$ cat config.mk
export PLATFORM = sky130hd
export DESIGN_NAME = mskaes_round_ctrl
export DESIGN_NICKNAME = d
export VERILOG_FILES = /design/src/rtl/mskaes_round_ctrl.sv
export SDC_FILE = /design/constraint.sdc
export NUM_CORES = 1
export LEC_CHECK = 0
export CAP_MARGIN = 20
export CORE_MARGIN = 3
export CORE_UTILIZATION = 45
export CTS_BUF_LIST = sky130_fd_sc_hd__clkbuf_2 sky130_fd_sc_hd__clkbuf_4 sky130_fd_sc_hd__clkbuf_8
export DETAILED_ROUTE_END_ITERATION = 12
export PLACE_DENSITY = 0.7
export SLEW_MARGIN = 20
export SYNTH_ARGS = -nofsm -noshare
export SYNTH_HDL_FRONTEND = slang
export SYNTH_SLANG_ARGS = --single-unit
export TNS_END_PERCENT = 100
$ cat constraint.sdc
create_clock -name clk -period 2.3 [get_ports clk]
set_input_delay 0.69 -clock clk [delete_from_list [all_inputs] [get_ports clk]]
set_output_delay 0.69 -clock clk [all_outputs]
set_load 0.02 [all_outputs]
$ cat src/rtl/mskaes_round_ctrl.sv
// Round sequencer for a masked AES-128 datapath with a pipelined S-box.
// Each round feeds the four state columns, then the rotated last key word,
// then drains the S-box pipeline before the next round starts. Ten rounds
// per block; the ciphertext is held in DONE until the consumer takes it.
// Outputs other than in_ready are registered from next-state values, so each
// output lines up with the state it describes.

module mskaes_round_ctrl #(
    parameter int unsigned SBOX_LAT = 4
) (
    input  logic       clk,
    input  logic       rst,
    input  logic       in_valid,
    output logic       in_ready,
    output logic       out_valid,
    input  logic       out_ready,
    output logic       busy,
    output logic       feed_sbox,
    output logic [1:0] col_idx,
    output logic       key_sbox,
    output logic [3:0] round_idx,
    output logic       last_round,
    output logic       rcon_rst,
    output logic       rcon_update,
    output logic       mask_rcon
);

    localparam logic [3:0] WaitInit  = 4'(SBOX_LAT - 1);
    localparam logic [3:0] LastRound = 4'd9;
    localparam logic [1:0] LastCol   = 2'd3;

    typedef enum logic [2:0] {
        StIdle,
        StFeed,
        StKey,
        StWait,
        StDone
    } state_e;

    state_e     state_q, state_d;
    logic [3:0] round_q, round_d;
    logic [1:0] col_q, col_d;
    logic [3:0] cnt_q, cnt_d;

    logic out_valid_q, out_valid_d;
    logic busy_q, busy_d;
    logic feed_q, feed_d;
    logic key_q, key_d;
    logic last_q, last_d;
    logic rcon_rst_q, rcon_rst_d;
    logic rcon_upd_q, rcon_upd_d;
    logic mask_q, mask_d;

    logic accept;

    // Only IDLE accepts, and never while reset is asserted.
    assign in_ready = (state_q == StIdle) && !rst;
    assign accept   = in_valid && in_ready;

    // Next-state logic: column feed, key feed, pipeline drain, round advance.
    always_comb begin
        state_d = state_q;
        round_d = round_q;
        col_d   = col_q;
        cnt_d   = cnt_q;

        unique case (state_q)
            StIdle: begin
                if (accept) begin
                    state_d = StFeed;
                    round_d = 4'd0;
                    col_d   = 2'd0;
                end
            end
            StFeed: begin
                if (col_q == LastCol) begin
                    state_d = StKey;
                    col_d   = 2'd0;
                end else begin
                    col_d = col_q + 2'd1;
                end
            end
            StKey: begin
                state_d = StWait;
                cnt_d   = WaitInit;
            end
            StWait: begin
                if (cnt_q == 4'd0) begin
                    if (round_q == LastRound) begin
                        state_d = StDone;
                    end else begin
                        state_d = StFeed;
                        round_d = round_q + 4'd1;
                    end
                end else begin
                    cnt_d = cnt_q - 4'd1;
                end
            end
            StDone: begin
                // Return round_idx to 0 so IDLE looks the same after every block.
                if (out_ready) begin
                    state_d = StIdle;
                    round_d = 4'd0;
                end
            end
            default: begin
                state_d = StIdle;
                round_d = 4'd0;
                col_d   = 2'd0;
                cnt_d   = 4'd0;
            end
        endcase

        // Synchronous reset aborts any block in flight.
        if (rst) begin
            state_d = StIdle;
            round_d = 4'd0;
            col_d   = 2'd0;
            cnt_d   = 4'd0;
        end
    end

    // Output decode from the next state, registered alongside it.
    always_comb begin
        busy_d      = (state_d != StIdle);
        feed_d      = (state_d == StFeed);
        key_d       = (state_d == StKey);
        mask_d      = (state_d == StKey);
        out_valid_d = (state_d == StDone);
        rcon_rst_d  = (state_d == StIdle);
        last_d      = (round_d == LastRound);
        // Advance the round constant in the final drain cycle of rounds 0..8.
        rcon_upd_d  = (state_d == StWait) && (cnt_d == 4'd0) && (round_d != LastRound);
    end

    // State and registered outputs.
    always_ff @(posedge clk) begin
        state_q     <= state_d;
        round_q     <= round_d;
        col_q       <= col_d;
        cnt_q       <= cnt_d;
        out_valid_q <= out_valid_d;
        busy_q      <= busy_d;
        feed_q      <= feed_d;
        key_q       <= key_d;
        last_q      <= last_d;
        rcon_rst_q  <= rcon_rst_d;
        rcon_upd_q  <= rcon_upd_d;
        mask_q      <= mask_d;
    end

    assign out_valid   = out_valid_q;
    assign busy        = busy_q;
    assign feed_sbox   = feed_q;
    assign col_idx     = col_q;
    assign key_sbox    = key_q;
    assign round_idx   = round_q;
    assign last_round  = last_q;
    assign rcon_rst    = rcon_rst_q;
    assign rcon_update = rcon_upd_q;
    assign mask_rcon   = mask_q;

endmodule

### Word-level counts from Yosys, hierarchy flattened

Cells that the tools add are included.

* bits in registers: 20
* output and inout port bits: 15
* logic and storage cells: 61

* add/sub/neg operators: 3
* eq/ne operators: 13
* muxes and demuxes: 19
* bitwise gates (word level): 1
* reductions and logical operators: 14

Operator list (count)
* 4-bit 2-to-1 mux: 7
* 3-bit 2-to-1 mux: 6
* 4-bit case mux with 4 select lines: 1
* 3-bit case mux with 5 select lines: 1
* 3-bit by 2-bit == test with 1-bit output (second input constant): 4
* 4-bit case mux with 3 select lines: 1
* 4-bit == test (second input constant): 2
* 4-bit logical NOT: 2
* 3-bit by 1-bit == test with 1-bit output (second input constant): 2
* 3-bit == test (second input constant): 2
* 3-bit logical NOT: 2
* 2-bit case mux with 3 select lines: 1
* 3-bit OR reduction: 2
* 4-bit by 1-bit adder with 4-bit output (second input constant): 1
* 1-bit logical AND: 4
* 2-bit 2-to-1 mux: 2
* 4-bit inequality test (second input constant): 1
* 4-bit by 1-bit subtractor with 4-bit output (second input constant): 1
* 3-bit nonzero test: 1
* 2-bit by 1-bit adder with 2-bit output (second input constant): 1
* 2-bit == test (second input constant): 1
* 2-bit inequality test (second input constant): 1
* 2-bit AND reduction: 1
* 2-bit OR reduction: 1
* other kinds (2): 2

### Logic depth before layout (Yosys ltp)

Gate-level depths: netlist of the first run.

* depth in word-level cells: 9
* gate-level depth with buffers: 8

### Worst setup path before layout of the first run

OpenSTA, ideal clock, no wires.

* path kind: input port to flip-flop
* start point: input rst
* end point: register rcon_upd_q (netlist: rcon_update)
* data arrival time: 2.138 ns
* required time: 2.168 ns
* slack: 0.030 ns
* cell stages on the path: 6
* path through: buf_6 -> or3b_1 -> a211o_1 -> a211o_1 -> a2111oi_2 -> a211oi_1

* longest elaborated chain between the ends: 9
* elaborated cells between the ends (all ways): 15

Ends and longest elaborated chain
* from (decl): RTL line 12 `input logic rst,`
* 1-bit logical NOT: RTL line 57 `assign in_ready = (state_q == StIdle) && !rst;`
* 1-bit logical AND: RTL line 57
* 1-bit logical AND: RTL line 58 `assign accept = in_valid && in_ready;`
* 3-bit 2-to-1 mux: RTL line 69 `if (accept) begin`
* 3-bit case mux with 5 select lines: RTL line 67 `unique case (state_q)`
* 3-bit 2-to-1 mux: RTL line 115 `if (rst) begin`
* 3-bit by 2-bit == test with 1-bit output: RTL line 133 `rcon_upd_d = (state_d == StWait) && (cnt_d == 4'd0) && (round_d != LastRound);`
* 1-bit logical AND: RTL line 133
* 1-bit logical AND (*): RTL line 133
* via rcon_upd_d: RTL line 51 `logic rcon_upd_q, rcon_upd_d;`
* to (signal assigned): RTL line 148 `rcon_upd_q <= rcon_upd_d;`
* to (decl): RTL line 51

The timed path passes the listed nets; every way through them passes the cells marked *.
A chain may end at the register's enable or synchronous reset.

### Worst setup path after layout of the first run

* start point: input out_ready
* end point: register rcon_upd_q (netlist: rcon_update)

* longest elaborated chain between the ends: 6
* elaborated cells between the ends (all ways): 10

Ends and longest elaborated chain
* from (decl): RTL line 16 `input logic out_ready,`
* 3-bit 2-to-1 mux: RTL line 101 `if (out_ready) begin`
* 3-bit case mux with 5 select lines: RTL line 67
* 3-bit 2-to-1 mux: RTL line 115
* 3-bit by 2-bit == test with 1-bit output: RTL line 133
* 1-bit logical AND: RTL line 133
* 1-bit logical AND (*): RTL line 133
* via rcon_upd_d: RTL line 51

Marked as above.

==> results of run 1 <==
[worst reg2reg max path, delay by kind of cell (launching register included)]
kind,cells,cell delay [ns]
AND/OR/NAND/NOR,2,0.66
AO/OA/AOI/OAI,3,0.43
flip-flops,1,0.41
buffers and inverters,3,0.36
adder cells (fa/ha/maj),1,0.21
[kinds of logic after synthesis]
family	Yosys count
adder cells (fa/ha/maj)	4
buffers and inverters	17
AO/OA/AOI/OAI	38
AND/OR/NAND/NOR	45
flip-flops	20
[layout by cell type (no fill, tap or decap), drive strengths merged, types with 3 or more instances in the layout]
cell type / count
dlygate4sd2: 3
clkbuf: 3
clkdlybuf4s50: 15
and2: 4
nand3: 4
inv: 10
nor3b: 4
a21oi: 9
o21ai: 8
nor3: 4
ha: 4
nor2: 8
a211oi: 5
nor4: 3
a211o: 3
buf: 12
dfxtp: 20
nand2: 3
[flip-flops by register name (all words and copies together) (netlist names)]
| name | count |
|---|---|
| busy | 1 |
| col_idx | 2 |
| feed_sbox | 1 |
| mask_rcon | 1 |
| rcon_rst | 1 |
| last_round | 1 |
| cnt_q | 4 |
| rcon_update | 1 |
| out_valid | 1 |
| state_q | 3 |
| round_idx | 4 |
[synth_stat cells, drive strengths merged]
master,n,area [sq um]
a2111oi,2,25.0
a211o,3,26.3
a211oi,5,37.5
a21o,2,15.0
a21oi,9,45.0
a31o,2,17.5
a31oi,1,6.26
and2,4,25.0
and3b,2,17.5
buf,5,40.0
clkbuf,2,7.51
dfxtp,20,400
ha,4,50.1
inv,10,37.5
nand2,3,11.3
nand3,4,20.0
nand3b,2,15.0
nor2,8,30.0
nor2b,2,12.5
nor3,4,20.0
nor3b,4,30.0
nor4,3,18.8
nor4b,1,8.76
o211a,1,10.0
o211ai,1,7.51
o21a,1,7.51
o21ai,8,40.0
o22ai,2,12.5
o311ai,1,8.76
or2,2,12.5
or3,2,12.5
or3b,2,17.5
or4,2,18.8
[metal layers]
layer | vias up | GRT usage | routed length [microns]
met4 | 0 | 0.0996 | 39
li1 | 509 | - | -
met1 | 490 | 0.234 | 1140
met2 | 43 | 0.305 | 1220
met5 | - | 0 | 0
met3 | 6 | 0.0327 | 177
[cell type report]
cell class | instances | area share
Clock buffer | 3 | 0.0161
Clock inverter | 1 | 0.0214
Inverter | 10 | 0.0268
Multi-Input combinational cell | 87 | 0.436
Sequential cell | 20 | 0.286
Tap cell | 27 | 0.0241
Timing Repair Buffer | 30 | 0.190
[worst min path at each step]
| stage | cells past startpoint | slack [ns] | to |
|---|---|---|---|
| final | 2 | 0.54 | col_idx[1] |
| after global routing | 2 | 0.58 | col_idx[1] |
| after CTS | 2 | 0.54 | col_idx[1] |
| after detailed placement | 2 | 0.52 | col_idx[1] |
| after global placement | 2 | 0.51 | col_idx[1] |
| after floorplan | 2 | 0.55 | cnt_q[1] |
[metrics by stage]
step / cell area [sq um] / utilization / instances / worst slack, ns / TNS, ns
floorplan: 1060 / - / 124 / 0.0298 / 0
global placement: 1320 / 0.629 / 174 / -0.433 / -1.74
detailed placement: 1320 / 0.629 / 174 / -0.455 / -1.78
CTS: 1390 / 0.660 / 178 / 0.0478 / 0
global route: 1400 / 0.667 / 178 / 0.00238 / 0
finish: 1400 / 0.667 / 178 / 0.101 / 0
[timing repair]
action,4_1_cts,5_1_grt
setup buffers,0,0
gates resized for setup,6,4
setup endpoints to repair,3,4
hold endpoints to repair,0,0
pin swaps,4,0
[power breakdown]
group          total, mW  leakage (nW)  internal (mW)  switching (mW)
Clock              0.292        0.0279          0.176           0.116
Sequential         0.356         0.162          0.353         0.00316
Combinational     0.0707         0.378         0.0338          0.0369
==> run_results.csv, run 1 <==
group,metric,value,unit
finish,areaGrowthSynthToFinish,31.6,%
floorplan,dieArea,2990,sq um
critical_path,rr_worst_depth,9,
synthesis,yosys.cell_types.count,37,
cts,insertion_delay,0.31,ns
grt,grt_pass1_vias,944,
floorplan,rows,16,
critical_path,critical-path-max-stage-delay,0.41,ns
floorplan,die_y,54.6,microns
critical_path,path_cells,"clkdlybuf4s50_1 -> nor4b_1 -> a211o_1 -> o21ai_1 -> a2111oi_4 -> a211oi_1",
cts,root_buffer,"clkbuf_4",
timing,fmax,455,MHz
finish,multi_input_area,611,sq um
grt,grt_usage,0.188,
critical_path,required,2.49,ns
power,power.density,513,nW/um^2
critical_path,critical_path_arrival,2.39,ns
critical_path,critPathTopFamily,"compound AO/OA/AOI/OAI gates",
cts,htreeDepth,1,
timing,maxSlewViolCount,0,
critical_path,crit_type,"input pin to flop",
finish,drive_gt1_frac,0.172,
timing,min_period_over_period,0.956,
grt,gr-total-overflow,0,
routing,route.detailed.drc,0,
cts,clk_path_buf_depth,2,
critical_path,crit_buf_inv,1,
grt,grt_max_degree,14,
routing,via_count,1048,
synthesis,synth-adder-area-share,0.0470,
timing,clock-skew-final,0.00553,ns
finish,antenna_cells,0,
job,max_cap_viol_count,0,
grt,grt_pass1_wl,4000,microns
timing,finalHoldViolations,0,
routing,final_antenna_net_count,0,
floorplan,pin_count,19,
timing,setup_viol,0,
synthesis,synth-seq-area-share,0.376,
grt,grt_antenna_before_repair,0,
timing,slew_headroom,0.708,
routing,viasPerCell,5.89,
critical_path,worst-path-stages,6,
critical_path,startpoint,"out_ready",
finish,seqCellArea,400,sq um
floorplan,initial_utilization,0.507,
synthesis,synth.net_count,132,
timing,fin_crit,2.20,ns
synthesis,ys_warn_count,0,
hold_path,min_from,"col_idx[1]",
synthesis,syn_avg_cell_area,8.59,sq um
critical_path,rrSetupSlack,0.13,ns
floorplan,dieWidth,54.6,microns
routing,wire_per_inst,14.5,microns
hold_path,hold_class,"flop to flop",
run_status,status,"completed",
synthesis,synth_top_family_by_area,"simple AND/OR/NAND/NOR gates",
synthesis,synth-compound-area-share,0.243,
cts,cts_hold_repair.buffers,0,
placed_design,portBuffers,18,
synthesis,muxShareOfSynthArea,0,
synthesis,ys_ff_latch,20,
cts,clock_sinks,20,
routing,drt-total-wl,2570,microns
critical_path,r2r-start,"cnt_q[0]",
cts,clk_pin_slew,0.12,ns
routing,drt_iter0_drc,33,
timing,tightest_slew,0.432,ns
power,p_total,0.719,mW
critical_path,endpoint_kind,"flop",
synthesis,syn_area,1060,sq um
timing,rsz0062_at_grt,"no",
floorplan,core-area,2100,sq um
power,ir_worst_vdd,0.000397,V
placed_design,dp_hpwl,1790,microns
synthesis,synth-xor-area-share,0,
placed_design,place_congestion,0.912,
cts,cts_tree,"done",
routing,dr.pass1.iters,4,
synthesis,synth-simple-area-share,0.254,
critical_path,r2r-end,"rcon_update",
finish,layout.nets,160,
critical_path,critPathLaunchType,"input pin",
synthesis,synth_cells,124,
power,leakage,0.568,nW
critical_path,cp-endpoint,"rcon_update",
finish,fill_cells,175,
cts,cts_inserted_buffers,3,
critical_path,cp_slowest_cell,"clkdlybuf4s50_1",
timing,holdWs,0.535,ns
critical_path,crit_fanout,4,
No activity file was read; power rests on OpenSTA's default activity.
==> run 2, diff against run 1 <==
Settings changed: CELL_PAD_IN_SITES_DETAIL_PLACEMENT from default to 0, CELL_PAD_IN_SITES_GLOBAL_PLACEMENT from default to 2, CORE_UTILIZATION 45 to 29, PLACE_DENSITY 0.7 to 0.74.
==> run 2 against run 1 <==
Against the previous run: count of clock-buffer cells in the layout unchanged; die area up 49%; sequential share of layout area down 1.3 points; first-iteration DRC count up 52%; cell area up 4.8%; largest power group is now the clock network.
==> run_results.csv, run 2 (synthesis results as in run 1) <==
group,metric,value,unit
placed_design,portBuffers,18,
timing,slew_headroom,0.709,
routing,via_count,1021,
grt,gr-total-overflow,0,
finish,final_cell_mix,"20 x dfxtp_1, 16 x buf_4, 15 x clkdlybuf4s50_1",
floorplan,dieArea,4430,sq um
placed_design,dp_hpwl,1990,microns
critical_path,cp_slowest_cell,"dlygate4sd2_1",
routing,viasPerCell,5.08,
power,p_sw,0.164,mW
cts,clk_pin_slew,0.08,ns
floorplan,initial_utilization,0.309,
power,power.density,534,nW/um^2
finish,drive_gt1_frac,0.187,
power,leakage,0.595,nW
cts,clock_sinks,20,
grt,grt_pass1_vias,1067,
timing,rsz0062_at_grt,"no",
routing,final_antenna_net_count,0,
critical_path,endpoint_kind,"primary output",
cts,cts_inserted_buffers,3,
timing,fin_crit,2.19,ns
floorplan,core-area,3440,sq um
timing,finalHoldViolations,0,
cts,root_buffer,"clkbuf_8",
job,max_cap_viol_count,0,
power,netSwitchingFraction,0.209,
finish,areaGrowthSynthToFinish,38.0,%
critical_path,required,1.61,ns
finish,stdcell_area,1470,sq um
critical_path,r2r-start,"cnt_q[0]",
critical_path,critical_path_arrival,1.50,ns
routing,route.detailed.drc,0,
timing,min_period_over_period,0.954,
power,ir_worst_vdd,0.000279,V
run_status,status,"completed",
routing,drt-total-wl,2640,microns
floorplan,die_y,66.6,microns
finish,layoutNonFillerInstCount,201,
routing,drt_iter0_drc,50,
grt,grt_pass1_wl,4540,microns
timing,tightest_slew,0.435,ns
cts,cts_hold_repair.buffers,0,
hold_path,min_from,"col_idx[1]",
critical_path,rrSetupSlack,0.16,ns
critical_path,critical-path-max-stage-delay,0.35,ns
placed_design,place_ws,-0.532,ns
placed_design,post-place-cells,197,
finish,layout.nets,164,
critical_path,rr_worst_depth,6,
power,internal_power,0.620,mW
timing,maxSlewViolCount,0,
power,power_frac_comb,0.091,
timing,finalWorstSetupSlack,0.106,ns
critical_path,crit_fanout,4,
critical_path,startpoint,"rst",
critical_path,path_cells,"dlygate4sd2_1 -> nor3_1 -> dlygate4sd2_1",
critical_path,crit_type,"input pin to primary output",
cts,htreeDepth,1,
cts,cts_tree,"done",
power,clkPwrFrac,0.455,
placed_design,placed_area,1380,sq um
cts,insertion_delay,0.26,ns
critical_path,cp-endpoint,"in_ready",
grt,grt_usage,0.134,
timing,setup_viol,0,
placed_design,place_congestion,0.788,
grt,grt_max_degree,14,
timing,clock-skew-final,0.00557,ns
routing,dr.pass1.iters,5,
floorplan,rows,21,
hold_path,hold_class,"flop to flop",
critical_path,r2r-end,"rcon_update",
finish,antenna_cells,0,
grt,grt_antenna_before_repair,0,
critical_path,crit_top_cell,"dlygate4sd2_1",
power,p_seq_frac,0.454,
floorplan,dieWidth,66.6,microns
finish,final_common_cell,"dfxtp_1",
power,p_total,0.784,mW
floorplan,pin_count,19,
cts,clk_path_buf_depth,2,
critical_path,critPathLaunchType,"input pin",
timing,fmax,456,MHz
routing,wire_per_inst,13.1,microns
==> run 2: cell types whose count changed in the layout (fill, tap and decap cells not counted), sizes merged <==
cell,previous run,this run
buf,12,16
==> run 2: layout make-up <==
cell class,instances,area [sq um]
inverters,10,37.5
multi-input cells,87,606
repair buffers,34,297
flip-flops and latches,20,400
fillers,344,1970
well taps,46,57.6
clock inverters,1,30.0
clock buffers,3,41.3
==> run 2: power by group through the flow <==
stage	clock, mW	combinational [mW]	sequential (mW)
floorplan	0	0.0305	0.371
finish	0.357	0.0713	0.356
global placement	0	0.0726	0.364
detailed placement	0	0.0727	0.364
global route	0.378	0.0786	0.357
CTS	0.366	0.0715	0.356
==> run 2: routing by layer <==
layer,up-vias,track usage,share of wire
met3,12,0.0388,0.034
met2,24,0.231,0.49
met5,-,0,0
met1,470,0.147,0.45
met4,0,0.0711,0.027
li1,515,-,-
==> run 2: worst min-delay path by stage <==
stage                     slack (ns)  cells past startpoint         end
after CTS                       0.54                      2  col_idx[1]
final                           0.53                      2  col_idx[1]
after floorplan                 0.55                      2    cnt_q[1]
after global placement          0.51                      2  col_idx[1]
after detailed placement        0.52                      2  col_idx[1]
after global routing            0.58                      2  col_idx[1]
==> run 2: stage by stage <==
| stage | TNS (ns) | utilization | hold slack [ns] |
|---|---|---|---|
| after floorplan | 0 | - | 0.547 |
| after global placement | -2.02 | 0.399 | 0.510 |
| after detailed placement | -2.22 | 0.399 | 0.524 |
| after CTS | 0 | 0.424 | 0.541 |
| after global routing | 0 | 0.427 | 0.584 |
| final | 0 | 0.427 | 0.534 |
==> run 2: repair_timing <==
| action | CTS | global route |
|---|---|---|
| resized for setup | 6 | 2 |
| buffers inserted | 0 | 0 |
| setup endpoints to repair | 4 | 3 |
| pin swaps | 4 | 1 |
==> run 2: worst max-delay path, delay by kind of cell <==
family	cells	cell delay (ns)
and+or+nand+nor	1	0.19
buffers and inverters	2	0.62
==> run 3, diff against run 2 <==
Settings changed: CTS_BUF_LIST sky130_fd_sc_hd__clkbuf_2 sky130_fd_sc_hd__clkbuf_4 sky130_fd_sc_hd__clkbuf_8 to sky130_fd_sc_hd__clkbuf_2, SLEW_MARGIN 20 to default.
==> run 3 against run 2 <==
Against the previous run: register-to-register slack is essentially flat; count of clock-buffer cells in the layout unchanged; critical endpoint is now last_round; critical path depth grew 3; non-clock buffer count stayed put.
==> run_results.csv, run 3 (synthesis results as in run 1) <==
group,metric,value,unit
power,ir_worst_vdd,0.000246,V
power,power_frac_comb,0.101,
routing,via_count,1008,
critical_path,r2r-start,"cnt_q[0]",
critical_path,critical_path_arrival,2.43,ns
job,max_cap_viol_count,0,
timing,fin_crit,2.14,ns
critical_path,required,2.59,ns
finish,drive_gt1_frac,0.187,
grt,grt_antenna_before_repair,0,
finish,multi_input_area,599,sq um
critical_path,crit_type,"flop to flop",
placed_design,dp_hpwl,1990,microns
timing,maxSlewViolCount,0,
grt,grt_max_degree,14,
grt,grt_pass1_vias,1038,
routing,routed.top_layer,"met4",
floorplan,initial_utilization,0.309,
cts,cts_inserted_buffers,3,
critical_path,crit_fanout,7,
routing,dr.pass1.iters,4,
hold_path,hold_class,"flop to flop",
finish,seqCellArea,400,sq um
power,p_seq_frac,0.513,
routing,route.detailed.drc,0,
cts,cts_hold_repair.buffers,0,
placed_design,place_ws,-0.532,ns
timing,holdWs,0.547,ns
grt,gr-total-overflow,0,
cts,clk_path_buf_depth,2,
finish,areaGrowthSynthToFinish,34.5,%
grt,grt_usage,0.130,
finish,final_util,0.416,
cts,clock_sinks,20,
timing,clock-skew-final,0.00660,ns
cts,cts_tree,"done",
floorplan,dieWidth,66.6,microns
cts,root_buffer,"clkbuf_2",
finish,layout.nets,164,
floorplan,pin_count,19,
routing,drt-total-wl,2590,microns
timing,rsz0062_at_grt,"no",
power,netSwitchingFraction,0.227,
power,p_sw,0.158,mW
critical_path,startpoint,"cnt_q[0]",
finish,fill_cells,347,
cts,clk_pin_slew,0.21,ns
timing,finalHoldViolations,0,
finish,antenna_cells,0,
hold_path,min_from,"col_idx[1]",
timing,setup_viol,0,
timing,tns,0,ns
timing,fmax,466,MHz
timing,slew_headroom,0.710,
routing,dr_wl_met3,107,microns
routing,wire_per_inst,12.9,microns
cts,insertion_delay,0.33,ns
timing,tightest_slew,0.434,ns
floorplan,dieArea,4430,sq um
finish,final_cell_mix,"20 x dfxtp_1, 16 x buf_4, 15 x clkdlybuf4s50_1",
routing,dr_wl_met2,1220,microns
power,internal_power,0.538,mW
routing,final_antenna_net_count,0,
routing,viasPerCell,5.01,
power,clkPwrFrac,0.386,
finish,final_common_cell,"dfxtp_1",
finish,layoutNonFillerInstCount,201,
placed_design,place_congestion,0.788,
timing,finalWorstSetupSlack,0.156,ns
placed_design,post-place-cells,197,
floorplan,rows,21,
critical_path,endpoint_kind,"flop",
floorplan,die_y,66.6,microns
routing,wl_met1,1210,microns
routing,drt_iter0_drc,66,
grt,grt_pass1_wl,4440,microns
timing,min_period_over_period,0.932,
power,leakage,0.583,nW
power,power.density,486,nW/um^2
cts,htreeDepth,1,
floorplan,core-area,3440,sq um
placed_design,portBuffers,18,
critical_path,critPathLaunchType,"flop",
run_status,status,"completed",
[run 3: cell types whose count changed in the layout (fill, tap and decap cells not counted)]
cell / previous run / this run
clkbuf_2: 0 / 4
clkbuf_8: 3 / 0
dlygate4sd2_1: 3 / 2
nor4b_1: 0 / 1
nor4b_2: 1 / 0
o311ai_0: 1 / 0
o311ai_1: 0 / 1
[run 3: timing repair]
item / CTS / global route
endpoints found under the setup margin: 3 / 4
pin swaps: 5 / 0
gates resized for setup: 7 / 4
buffers inserted: 0 / 0
[run 3: final timing paths]
kind / endpoint / slack (ns) / cells after the start
max: last_round / 0.16 / 6
min: col_idx[1] / 0.55 / 2
min reg2reg: col_idx[1] / 0.55 / 2
max reg2reg: last_round / 0.16 / 6
[run 3: power groups by stage]
stage / clock (mW) / combinational, mW / sequential, mW
after detailed placement: 0 / 0.0727 / 0.364
final: 0.269 / 0.0705 / 0.357
after CTS: 0.277 / 0.0718 / 0.357
after global placement: 0 / 0.0726 / 0.364
after floorplan: 0 / 0.0305 / 0.371
after global routing: 0.290 / 0.0779 / 0.358
[run 3: cell type report]
type / count / share of cell area
Clock inverter: 1 / 0.0210
Tap cell: 46 / 0.0402
Timing Repair Buffer: 34 / 0.204
Sequential cell: 20 / 0.279
Clock buffer: 3 / 0.0105
Multi-Input combinational cell: 87 / 0.418
Inverter: 10 / 0.0262
[run 3: per-stage QoR]
step                      total power [mW]  area, sq um
after CTS                            0.707         1440
final                                0.696         1430
after global routing                 0.726         1430
after global placement               0.436         1380
after detailed placement             0.437         1380
after floorplan                      0.401         1060
[run 3: critical path, cell delays in order (launching register included)]
cell and delay, ns:
dfxtp_1 0.39, inv_1 0.07, ha_1 0.16, or3b_4 0.43, or4_4 0.56, a2111oi_4 0.34, and2_1 0.17
[run 3: per-layer routing]
metal,global-route usage,up-vias
met4,0.0558,0
li1,-,515
met3,0.0320,7
met2,0.225,25
met1,0.149,461
met5,0,-
